--- src/rtl/resource_arbiter.sv ---
// Round-robin arbiter feeding one shared fixed-latency resource; tags each issue and
// steers every returning result back to the requester that issued it.
module resource_arbiter #(
    parameter int NUM_REQ     = 4,
    parameter int DATA_W      = 32,
    parameter int RES_LATENCY = 3
) (
    input  logic                      clk,
    input  logic                      reset,
    input  logic [NUM_REQ-1:0]        arbiter_req,
    input  logic [NUM_REQ*DATA_W-1:0] resource_input,
    output logic [NUM_REQ-1:0]        arbiter_grant,
    input  logic                      res_ready,
    output logic [DATA_W-1:0]         res_in_data,
    output logic                      res_in_valid,
    input  logic [DATA_W-1:0]         res_out_data,
    input  logic                      res_out_valid,
    output logic [NUM_REQ*DATA_W-1:0] resource_output,
    output logic [NUM_REQ-1:0]        rsp_valid,
    output logic                      busy,
    output logic                      err_sticky
);
    localparam int ID_W = $clog2(NUM_REQ);

    logic [ID_W-1:0]        ptr_reg;
    logic [ID_W-1:0]        issue_id_reg;
    logic [ID_W-1:0]        grant_id;
    logic                   grant_any;
    logic [ID_W:0]          scan_idx;
    logic [RES_LATENCY-1:0] tag_valid_reg;
    logic [ID_W-1:0]        tag_id_reg [RES_LATENCY];
    logic                   last_valid;
    logic [ID_W-1:0]        last_id;

    // Scan from the pointer upward, wrapping at NUM_REQ; first requester found wins.
    always_comb begin
        arbiter_grant = '0;
        grant_id      = '0;
        grant_any     = 1'b0;
        scan_idx      = '0;
        if (reset && res_ready) begin
            for (int o = 0; o < NUM_REQ; o++) begin
                scan_idx = {1'b0, ptr_reg} + (ID_W+1)'(o);
                if (scan_idx >= (ID_W+1)'(NUM_REQ)) begin
                    scan_idx = scan_idx - (ID_W+1)'(NUM_REQ);
                end
                if (!grant_any && arbiter_req[scan_idx[ID_W-1:0]]) begin
                    grant_any = 1'b1;
                    grant_id  = scan_idx[ID_W-1:0];
                end
            end
            if (grant_any) begin
                arbiter_grant[grant_id] = 1'b1;
            end
        end
    end

    assign last_valid = tag_valid_reg[RES_LATENCY-1];
    assign last_id    = tag_id_reg[RES_LATENCY-1];
    assign busy       = res_in_valid | (|tag_valid_reg);

    // The issue register is the head of the tag pipe; RES_LATENCY further stages
    // bring the tag level with the result, which appears RES_LATENCY cycles after issue.
    always_ff @(posedge clk or negedge reset) begin
        if (!reset) begin
            ptr_reg         <= '0;
            issue_id_reg    <= '0;
            res_in_valid    <= 1'b0;
            res_in_data     <= '0;
            tag_valid_reg   <= '0;
            for (int i = 0; i < RES_LATENCY; i++) begin
                tag_id_reg[i] <= '0;
            end
            rsp_valid       <= '0;
            resource_output <= '0;
            err_sticky      <= 1'b0;
        end else begin
            res_in_valid <= grant_any;
            if (grant_any) begin
                res_in_data  <= resource_input[int'(grant_id)*DATA_W +: DATA_W];
                issue_id_reg <= grant_id;
                ptr_reg      <= (grant_id == ID_W'(NUM_REQ-1)) ? '0 : grant_id + 1'b1;
            end

            tag_valid_reg[0] <= res_in_valid;
            tag_id_reg[0]    <= issue_id_reg;
            for (int i = 1; i < RES_LATENCY; i++) begin
                tag_valid_reg[i] <= tag_valid_reg[i-1];
                tag_id_reg[i]    <= tag_id_reg[i-1];
            end

            rsp_valid <= '0;
            if (last_valid && res_out_valid) begin
                rsp_valid[last_id] <= 1'b1;
                resource_output[int'(last_id)*DATA_W +: DATA_W] <= res_out_data;
            end else if (last_valid != res_out_valid) begin
                err_sticky <= 1'b1;
            end
        end
    end
endmodule

--- config.mk ---
export PLATFORM = sky130hd
export DESIGN_NAME = resource_arbiter
export DESIGN_NICKNAME = d
export VERILOG_FILES = /design/src/rtl/resource_arbiter.sv
export SDC_FILE = /design/constraint.sdc
export NUM_CORES = 1
export LEC_CHECK = 0
export CORE_UTILIZATION = 45
export DETAILED_ROUTE_END_ITERATION = 8
export GPL_TIMING_DRIVEN = 0
export PLACE_DENSITY = 0.86
export SETUP_SLACK_MARGIN = 0.02
export SYNTH_ARGS = -nofsm -noshare
export SYNTH_HDL_FRONTEND = slang
export SYNTH_SLANG_ARGS = --single-unit
--- constraint.sdc ---
create_clock -name clk -period 4.02 [get_ports clk]
set_input_delay 0.804 -clock clk [delete_from_list [all_inputs] [get_ports clk]]
set_output_delay 0.804 -clock clk [all_outputs]
set_load 0.01 [all_outputs]
==> flow_summary.json, run 1 <==
{
  "gp_congestion": 0.9297,
  "seqPwrFrac_pct": 38.5,
  "maxClockFrequency_mhz": 259.5,
  "switching_power_mw": 2.159,
  "post_synth_inst_count": 576,
  "drtAntennaViolNets": 0,
  "outcome": "finished clean",
  "crit_path_max_fanout": 10,
  "cts-hold-fix-buffers": 0,
  "synthesis.yosys.warnings": 0,
  "power.density_mw_per_mm2": 559.5,
  "worstPathRequired_ps": 3220,
  "switching_share_of_power_pct": 32.62,
  "placedInstanceArea_sq_mm": 0.01123,
  "routed_via_density": 5.671,
  "synth_edf_count": 0,
  "clock_tree.buffer_depth": 2,
  "report.final.hold_viol_count": 0,
  "synthesized_area_divided_by_synthesized_cell_count_sq_um": 13.09,
  "max_slew.worst_pin.slew_ps": 608.0,
  "cts_tree": "yes",
  "rows": 46,
  "tritoncts.num_buffers": 17,
  "yosysUniqueCellTypes": 34,
  "remaining_drc_errors": 0,
  "grt_overflow": 0,
  "grt_use_total_pct": 29.65,
  "die-height_um": 131.4,
  "post-cts-setup-buffers": 0,
  "routed_wl_um": 25300,
  "max_flop_register": "resource_output",
  "drtPass1Iterations": 5,
  "clkSinkCount": 179,
  "synth.yosys.seq_area_share_pct": 59.41,
  "numPortBuffers": 338,
  "synth_nets": 752,
  "finish.net_count": 1109,
  "max_cap_violations": 0,
  "rsz0062_at_grt": "no",
  "routed_vias": 6607,
  "dieArea_sq_mm": 0.01728,
  "p_int_mw": 4.458,
  "fin_worst_skew_ps": 16.00,
  "crit_arrival_ps": 3050,
  "number_of_antenna_violations_at_the_first_check_in_global_routing": 3,
  "synth_area_leader_cell": "dfrtp_1",
  "wl_per_cell_um": 21.72,
  "post_route_cells_drive_above_1_share_pct": 10.68,
  "grt_first_pass_wirelength_um": 39220,
  "synth-seq-cells": 179,
  "root_buffer_cell": "clkbuf_16",
  "finalCriticalPeriod_ps": 3853,
  "worstSetupEndpointType": "primary output",
  "setup_viol": 0,
  "power.share.clock_pct": 24.7,
  "cp_startpoint_kind": "input pin",
  "synthToLayoutAreaGrowth_pct": 56.84,
  "syn_area_sq_mm": 0.007540,
  "synth_async_sr_flop_share_pct": 100.0,
  "power.static_leakage_nw": 5.214,
  "yosys-top-cells-count": "dfrtp_1 (179), a22o_1 (128), o21ai_0 (36)",
  "post_cts_resized": 1,
  "io-pin-count": 339,
  "power_frac_comb_pct": 36.8,
  "clock_latency_ps": 430,
  "die_w_um": 131.4,
  "synth_flop_cell": "dfrtp_1",
  "synth_top_area_share_pct": 59.41,
  "final.period_utilization_pct": 95.85,
  "clk_transition_reported_paths_ps": 70,
  "final_cell_area_sq_mm": 0.01183,
  "power.ir.vdd_worst_mv": 0.3420,
  "drt_first_iter_violations": 470,
  "dp.final_hpwl_um": 18610,
  "fin_hold_ws_ps": 334.1,
  "critical_path_class": "in -> out",
  "min-delay-path-class": "in -> async",
  "largest_reg_flops": 128,
  "synthMostInstantiatedCell": "dfrtp_1",
  "synth_top_cells_by_area": "dfrtp_1 (59%), a22o_1 (15%), a221oi_2 (5.6%)",
  "relSlewSlack_pct": 59.47,
  "core_area_sq_mm": 0.01612,
  "drv_slew": 0,
  "htreeDepth": 4,
  "grt_max_degree": 107,
  "vias_in_the_first_global_route": 6647,
  "top_regs": "resource_output (128), res_in_data (32)",
  "initial_core_utilization_pct": 46.79
}
[layer usage]
layer	global-route usage [%]	wire length [um]
met3	8.951	2167
met4	11.24	622
met5	0	0
met1	35.98	9862
met2	49.53	12650
[worst paths after layout]
path | start | to | slack, ps | cells after the start
max | arbiter_req[0] | arbiter_grant[1] | 170 | 7
min | reset | resource_output[62] | 330 | 1
max reg2reg | last_id[0] | resource_output[121] | 1780 | 5
min reg2reg | tag_id_reg[5] | tag_id_reg[3] | 340 | 0
max in group asynchronous | reset | res_in_data[9] | 2740 | 2
min in group clk | tag_id_reg[5] | tag_id_reg[3] | 340 | 0
[cell families after synthesis]
logic type / after synthesis / synth area share [%]
buffers and inverters: 56 / 3.734
AOI/OAI and AO/OA: 236 / 26.77
adders and majority gates: 8 / 1.328
and+or+nand+nor: 64 / 4.364
muxes: 33 / 4.398
DFF: 179 / 59.41
[power groups by stage]
stage | Sequential [mW] | Clock [mW] | Combinational (mW)
after floorplan | 2.71 | 0 | 0.911
after global placement | 2.56 | 0 | 2.37
after detailed placement | 2.56 | 0 | 2.42
after CTS | 2.54 | 1.65 | 2.44
after global routing | 2.60 | 1.73 | 2.57
final | 2.55 | 1.64 | 2.43
[worst max-delay path, stage by stage]
cell             delay, ps
clkdlybuf4s50_1        590
a21oi_1                120
o21ai_0                320
a21boi_4               160
clkbuf_2               230
nor3_1                 240
clkdlybuf4s50_1        580
[cell type report]
type | count | area, sq um
diodes | 3 | 7.507
plain buffers | 48 | 252.7
clock buffers | 17 | 425.4
clock inverters | 15 | 161.4
fillers | 1125 | 4290
inverters | 7 | 26.28
multi-input cells | 341 | 2786
flip-flops and latches | 179 | 4479
well taps | 216 | 270.3
repair buffers | 339 | 3416
[metrics by stage]
step	power, mW	setup TNS [ps]	util [%]	std cells	setup WS (ps)
CTS	6.625	0	73.31	1163	74.45
global route	6.897	0	73.38	1165	43.95
floorplan	3.622	0	-	576	1360
finish	6.617	0	73.38	1165	166.9
detailed placement	4.977	-0.07683	69.66	1131	-0.07683
global placement	4.921	-1147750	69.46	1130	-7000
[cell usage in the layout (no fill, tap or decap), types with 3 or more instances in the layout]
cell,synthesis,final
inv_6,0,4
ha_1,8,8
clkbuf_16,0,17
a221oi_1,4,4
a221oi_2,28,28
nor2_1,33,33
and2_1,5,5
inv_8,0,5
inv_1,5,5
nor3_1,4,4
diode_2,0,3
nand2_1,9,9
dfrtp_1,179,179
o22ai_1,33,33
clkdlybuf4s50_1,0,337
mux2i_1,32,32
buf_2,18,18
a22o_1,128,128
buf_4,5,5
buf_6,4,4
clkinv_8,0,3
clkbuf_1,22,20
nor4b_2,3,3
o21ai_0,36,36
Note: power is estimated with default switching activity, not from simulation.
==> run 2, diff against run 1 <==
--- a/config.mk
+++ b/config.mk
@@ -7,2 +7,3 @@
 export LEC_CHECK = 0
+export CORE_ASPECT_RATIO = 0.9
 export CORE_UTILIZATION = 45
==> constraint.sdc (replaced) <==
create_clock -name clk -period 4.02 [get_ports clk]
set_input_delay 1.206 -clock clk [delete_from_list [all_inputs] [get_ports clk]]
set_output_delay 1.206 -clock clk [all_outputs]
set_load 0.01 [all_outputs]
==> flow_summary.json, run 2 (synthesis gave the netlist of run 1 again) <==
{
  "clk_transition_reported_paths_ps": 70,
  "finalCriticalPeriod_ps": 3933,
  "top_regs": "resource_output (128), res_in_data (32)",
  "startpoint": "arbiter_req[1]",
  "cts_tree": "yes",
  "max_flop_register": "resource_output",
  "grt.met1_usage_pct": 37.32,
  "grt_first_pass_wirelength_um": 40140,
  "vias_in_the_first_global_route": 6847,
  "root_buffer_cell": "clkbuf_16",
  "placedInstanceArea_sq_mm": 0.01121,
  "worst_setup_path_endpoint": "arbiter_grant[0]",
  "path_depth": 8,
  "setup_viol": 0,
  "die_w_um": 138.4,
  "drt_first_iter_violations": 494,
  "reg2reg_slack_ps": 1690,
  "critical_path_class": "in -> out",
  "relSlewSlack_pct": 53.78,
  "maximum_cell_stage_delay_along_the_critical_path_ps": 300,
  "grt_use_total_pct": 30.75,
  "fin_hold_ws_ps": 349.7,
  "post_route_cells_drive_above_1_share_pct": 11.67,
  "number_of_antenna_violations_at_the_first_check_in_global_routing": 5,
  "critical-path-top-cell-by-count": "dlygate4sd2_1",
  "cp_startpoint_kind": "input pin",
  "report.final.hold_viol_count": 0,
  "die-height_um": 124.8,
  "dp.final_hpwl_um": 18710,
  "layout.core_utilization_pct": 73.07,
  "core_area_sq_mm": 0.01624,
  "routed_vias": 6862,
  "largest_reg_flops": 128,
  "final.period_utilization_pct": 97.82,
  "initial_core_utilization_pct": 46.43,
  "crit_arrival_ps": 2730,
  "remaining_drc_errors": 44,
  "finalPower_mw": 6.664,
  "critPathBufInv": 4,
  "fin_worst_skew_ps": 13.18,
  "outcome": "complete, but fails checks",
  "io-pin-count": 339,
  "power.ir.vdd_worst_mv": 0.3038,
  "layout_common_cells": "clkdlybuf4s50_1 (329), dfrtp_1 (179), a22o_1 (128), o21ai_0 (35), o22ai_1 (33)",
  "gp_congestion": 0.9408,
  "clock_tree.buffer_depth": 2,
  "max_cap_violations": 0,
  "routed_wl_um": 26000,
  "final_cell_area_sq_mm": 0.01187,
  "grt_max_degree": 104,
  "finish.net_count": 1114,
  "globalRouteMet3Util_pct": 8.458,
  "grt_overflow": 0,
  "drtPass1Iterations": 9,
  "critPathSlowestCell": "dlygate4sd2_1",
  "tritoncts.num_buffers": 17,
  "drtAntennaViolNets": 0,
  "routed_via_density": 5.905,
  "worst_r2r_path_depth": 5,
  "rows": 44,
  "crit_family": "buffers and inverters",
  "met2_usage_pct": 51.84,
  "min-delay-path-class": "reg -> reg",
  "wl_per_cell_um": 22.38,
  "clkSinkCount": 179,
  "htreeDepth": 4,
  "maxClockFrequency_mhz": 254.3,
  "crit_path_max_fanout": 9,
  "grt.busiest_layer": "met2",
  "worstSetupEndpointType": "primary output",
  "numPortBuffers": 338,
  "drv_slew": 0,
  "violations": "DRC",
  "worst_r2r_endpoint": "resource_output[123]",
  "clock_latency_ps": 430,
  "power.static_leakage_nw": 5.258,
  "dieArea_sq_mm": 0.01728,
  "crit_chain": "dlygate4sd2_1 > nor3_1 > nand2b_1 > nand3_2 > inv_6 > buf_4 > and2_1 > dlygate4sd2_1",
  "critical_path.reg2reg.startpoint": "last_id[0]",
  "power.density_mw_per_mm2": 561.6,
  "rsz0062_at_grt": "no",
  "max_slew.worst_pin.slew_ps": 691.5,
  "worstPathRequired_ps": 2810,
  "synthToLayoutAreaGrowth_pct": 57.38,
  "layout_commonest_cell": "clkdlybuf4s50_1"
}
run 2: cell count changes in the layout (fill, tap and decap cells not counted), moves of 2 or more:
cell | before | now
dlygate4sd2_1 | 0 | 5
buf_4 | 5 | 9
clkdlybuf4s50_1 | 337 | 329
clkbuf_2 | 1 | 3
run 2: through the flow:
step                      worst slack (ps)  instances  setup TNS [ps]
final                                87.44       1162               0
after CTS                            41.63       1158               0
after global placement               -7740       1121        -1235310
after floorplan                      556.4        576               0
after detailed placement            -782.7       1122           -2865
after global routing                 24.78       1162               0
run 2: how the worst min path moves through the flow:
stage	start	end	slack [ps]	depth (start not counted)
2_1_floorplan	tag_id_reg[2]	last_id[0]	330	0
3_3_place_gp	tag_id_reg[5]	tag_id_reg[3]	330	0
3_5_place_dp	tag_id_reg[4]	tag_id_reg[2]	340	0
4_1_cts	tag_id_reg[2]	last_id[0]	350	0
5_1_grt	tag_id_reg[2]	last_id[0]	360	0
6_report	tag_id_reg[2]	last_id[0]	350	0
run 2: what timing repair did:
| item | in CTS | in global routing |
|---|---|---|
| buffers inserted | 5 | 0 |
| resized for setup | 19 | 7 |
| setup endpoints to repair | 4 | 4 |
| endpoints found under the hold margin | 0 | 0 |
| hold buffers | 0 | 0 |
| pin swaps | 1 | 0 |
run 2: power breakdown:
part           switching (mW)  internal, mW  total (mW)
Clock                   0.818         0.840        1.66
Combinational            1.05          1.39        2.45
Sequential              0.316          2.24        2.56
Total                    2.19          4.48        6.66
run 2: area by class of cell:
| class | instances | area [sq um] |
|---|---|---|
| repair buffers | 344 | 3437 |
| plain buffers | 48 | 256.5 |
| clock buffers | 18 | 429.2 |
| multi-input cells | 341 | 2800 |
| clock inverters | 14 | 163.9 |
| well taps | 207 | 259.0 |
| fillers | 1113 | 4374 |
| inverters | 7 | 31.28 |
| flip-flops and latches | 179 | 4479 |
| diodes | 4 | 10.01 |
run 2: per-layer routing:
| layer | share of wire [%] | up-vias | wire, um |
|---|---|---|---|
| met4 | 3.0 | 0 | 781 |
| met3 | 8.4 | 52 | 2196 |
| met2 | 50 | 378 | 12940 |
| li1 | - | 2971 | - |
| met5 | 0 | - | 0 |
| met1 | 39 | 3461 | 10090 |
==> run 3, diff against run 2 <==
- GPL_TIMING_DRIVEN: 0 -> not set
- RECOVER_POWER: not set -> 25
==> flow_summary.json, run 3 (synthesis gave the netlist of run 1 again) <==
{
  "routed_vias": 6648,
  "finish.net_count": 1094,
  "worstPathRequired_ps": 2810,
  "outcome": "complete, but fails checks",
  "htreeDepth": 4,
  "layout_commonest_cell": "clkdlybuf4s50_1",
  "hold_start": "tag_id_reg[4]",
  "grt_use_total_pct": 30.08,
  "cts-hold-fix-buffers": 0,
  "drv_slew": 207,
  "remaining_drc_errors": 46,
  "critical_path_class": "in -> out",
  "reg2reg_slack_ps": 1360,
  "root_buffer_cell": "clkbuf_16",
  "synthToLayoutAreaGrowth_pct": 56.70,
  "gp_congestion": 0.8957,
  "maximum_cell_stage_delay_along_the_critical_path_ps": 500,
  "maxClockFrequency_mhz": 251.0,
  "setup_ws_ps": 36.13,
  "report.final.hold_viol_count": 0,
  "wl_per_cell_um": 22.27,
  "hold_end": "tag_id_reg[2]",
  "grt_max_degree": 71,
  "max_slew.worst_pin.slew_ps": 2501,
  "layout.core_utilization_pct": 72.75,
  "dp_worst_setup_slack_ps": -281.5,
  "setup_viol": 0,
  "switching_share_of_power_pct": 32.76,
  "cp_startpoint_kind": "input pin",
  "number_of_antenna_violations_at_the_first_check_in_global_routing": 1,
  "placed_cells": 1106,
  "final-seq-area_sq_mm": 0.004479,
  "dp.final_hpwl_um": 17650,
  "numPortBuffers": 338,
  "finalPower_mw": 6.619,
  "violations": "DRC, capacitance limit, slew limit",
  "clock_latency_ps": 430,
  "power.share.clock_pct": 24.4,
  "layout_common_cells": "clkdlybuf4s50_1 (329), dfrtp_1 (179), a22o_1 (128), o21ai_0 (36)",
  "critPathSlowestCell": "clkdlybuf4s50_1",
  "drtAntennaViolNets": 0,
  "fin_worst_skew_ps": 9.142,
  "drt_first_iter_violations": 466,
  "post-cts-setup-buffers": 0,
  "worstSetupEndpointType": "primary output",
  "clkSinkCount": 179,
  "rows": 44,
  "area_used_by_multi_input_combinational_logic_sq_mm": 0.002850,
  "top_regs": "resource_output (128), res_in_data (32)",
  "crit_chain": "clkdlybuf4s50_1 > buf_4 > nor3_1 > a311o_2 > and2_1 > dlygate4sd2_1",
  "initial_core_utilization_pct": 46.43,
  "holdPathStages": 0,
  "rsz0062_at_grt": "no",
  "grt_overflow": 0,
  "fin_hold_ws_ps": 350.5,
  "cts_tree": "yes",
  "power.static_leakage_nw": 5.227,
  "max_flop_register": "resource_output",
  "final.period_utilization_pct": 99.10,
  "drtPass1Iterations": 7,
  "clock_tree.buffer_depth": 2,
  "stdcell_count": 1139,
  "power.density_mw_per_mm2": 560.2,
  "relSlewSlack_pct": -66.76,
  "power.ir.vdd_worst_mv": 0.3177,
  "largest_reg_flops": 128,
  "crit_arrival_ps": 2780,
  "finalCriticalPeriod_ps": 3984,
  "vias_in_the_first_global_route": 6808,
  "dieArea_sq_mm": 0.01728,
  "critical_path.reg2reg.startpoint": "last_id[0]",
  "routed_wl_um": 25360,
  "routed_via_density": 5.837,
  "worst_r2r_endpoint": "resource_output[114]",
  "max_cap_violations": 4,
  "die_w_um": 138.4,
  "grt_first_pass_wirelength_um": 39400,
  "seqPwrFrac_pct": 38.6,
  "p_int_mw": 4.450,
  "core_area_sq_mm": 0.01624,
  "power_frac_comb_pct": 37.0,
  "post_route_cells_drive_above_1_share_pct": 11.60,
  "io-pin-count": 339,
  "die-height_um": 124.8,
  "tritoncts.num_buffers": 17,
  "clk_transition_reported_paths_ps": 70,
  "switching_power_mw": 2.168,
  "min-delay-path-class": "reg -> reg",
  "crit_path_max_fanout": 3,
  "worst_r2r_path_depth": 4,
  "fill_cells": 1106
}
## run 3: cell types whose count changed in the layout (fill, tap and decap cells not counted), moves of 5 or more
cell and delta:
buf_2 -19, buf_4 +20, buf_6 -5, clkbuf_1 -16
## run 3: layer usage
metal,part of all wire (%),GRT usage (%),up-vias,wire [um]
met1,39,36.11,3314,9815
met3,9.6,10.61,53,2422
met5,0,0,-,0
met4,3.0,12.16,0,751
met2,49,49.33,357,12370
li1,-,-,2924,-
## run 3: power groups by stage
stage	combinational, mW	clock, mW	sequential (mW)
floorplan	0.911	0	2.71
global placement	2.39	0	2.54
detailed placement	2.43	0	2.56
CTS	2.45	1.63	2.54
global route	2.59	1.72	2.61
finish	2.45	1.62	2.55
## run 3: layout make-up
class / count / area share [%]
Tap cell: 207 / 2.192
Clock inverter: 14 / 1.165
Inverter: 7 / 0.2224
Antenna cell: 1 / 0.02118
Sequential cell: 179 / 37.91
Clock buffer: 18 / 3.632
Timing Repair Buffer: 372 / 30.73
Multi-Input combinational cell: 341 / 24.12
## run 3: worst max path at each step
stage / depth (start not counted) / from / endpoint
after floorplan: 6 / arbiter_req[2] / arbiter_grant[1]
after global placement: 8 / arbiter_req[2] / arbiter_grant[3]
after detailed placement: 8 / arbiter_req[2] / arbiter_grant[3]
after CTS: 8 / arbiter_req[0] / arbiter_grant[3]
after global routing: 9 / arbiter_req[3] / res_in_data[23]
final: 6 / arbiter_req[3] / arbiter_grant[0]
## run 3: critical path: cells and delay by family
kind / cells / cell delay (ps)
and+or+nand+nor: 2 / 240
buffers and inverters: 3 / 930
AOI/OAI and AO/OA: 1 / 400
## run 3: timing repair
action,in CTS,in global routing
gates resized for setup,5,8
pin swaps,0,1
endpoints found under the setup margin,4,3
## run 3: through the flow
stage,setup TNS [ps],cell area (sq um)
floorplan,0,7540
global placement,-770.1,11250
detailed placement,-915.9,11250
CTS,0,11810
global route,0,11820
finish,0,11820
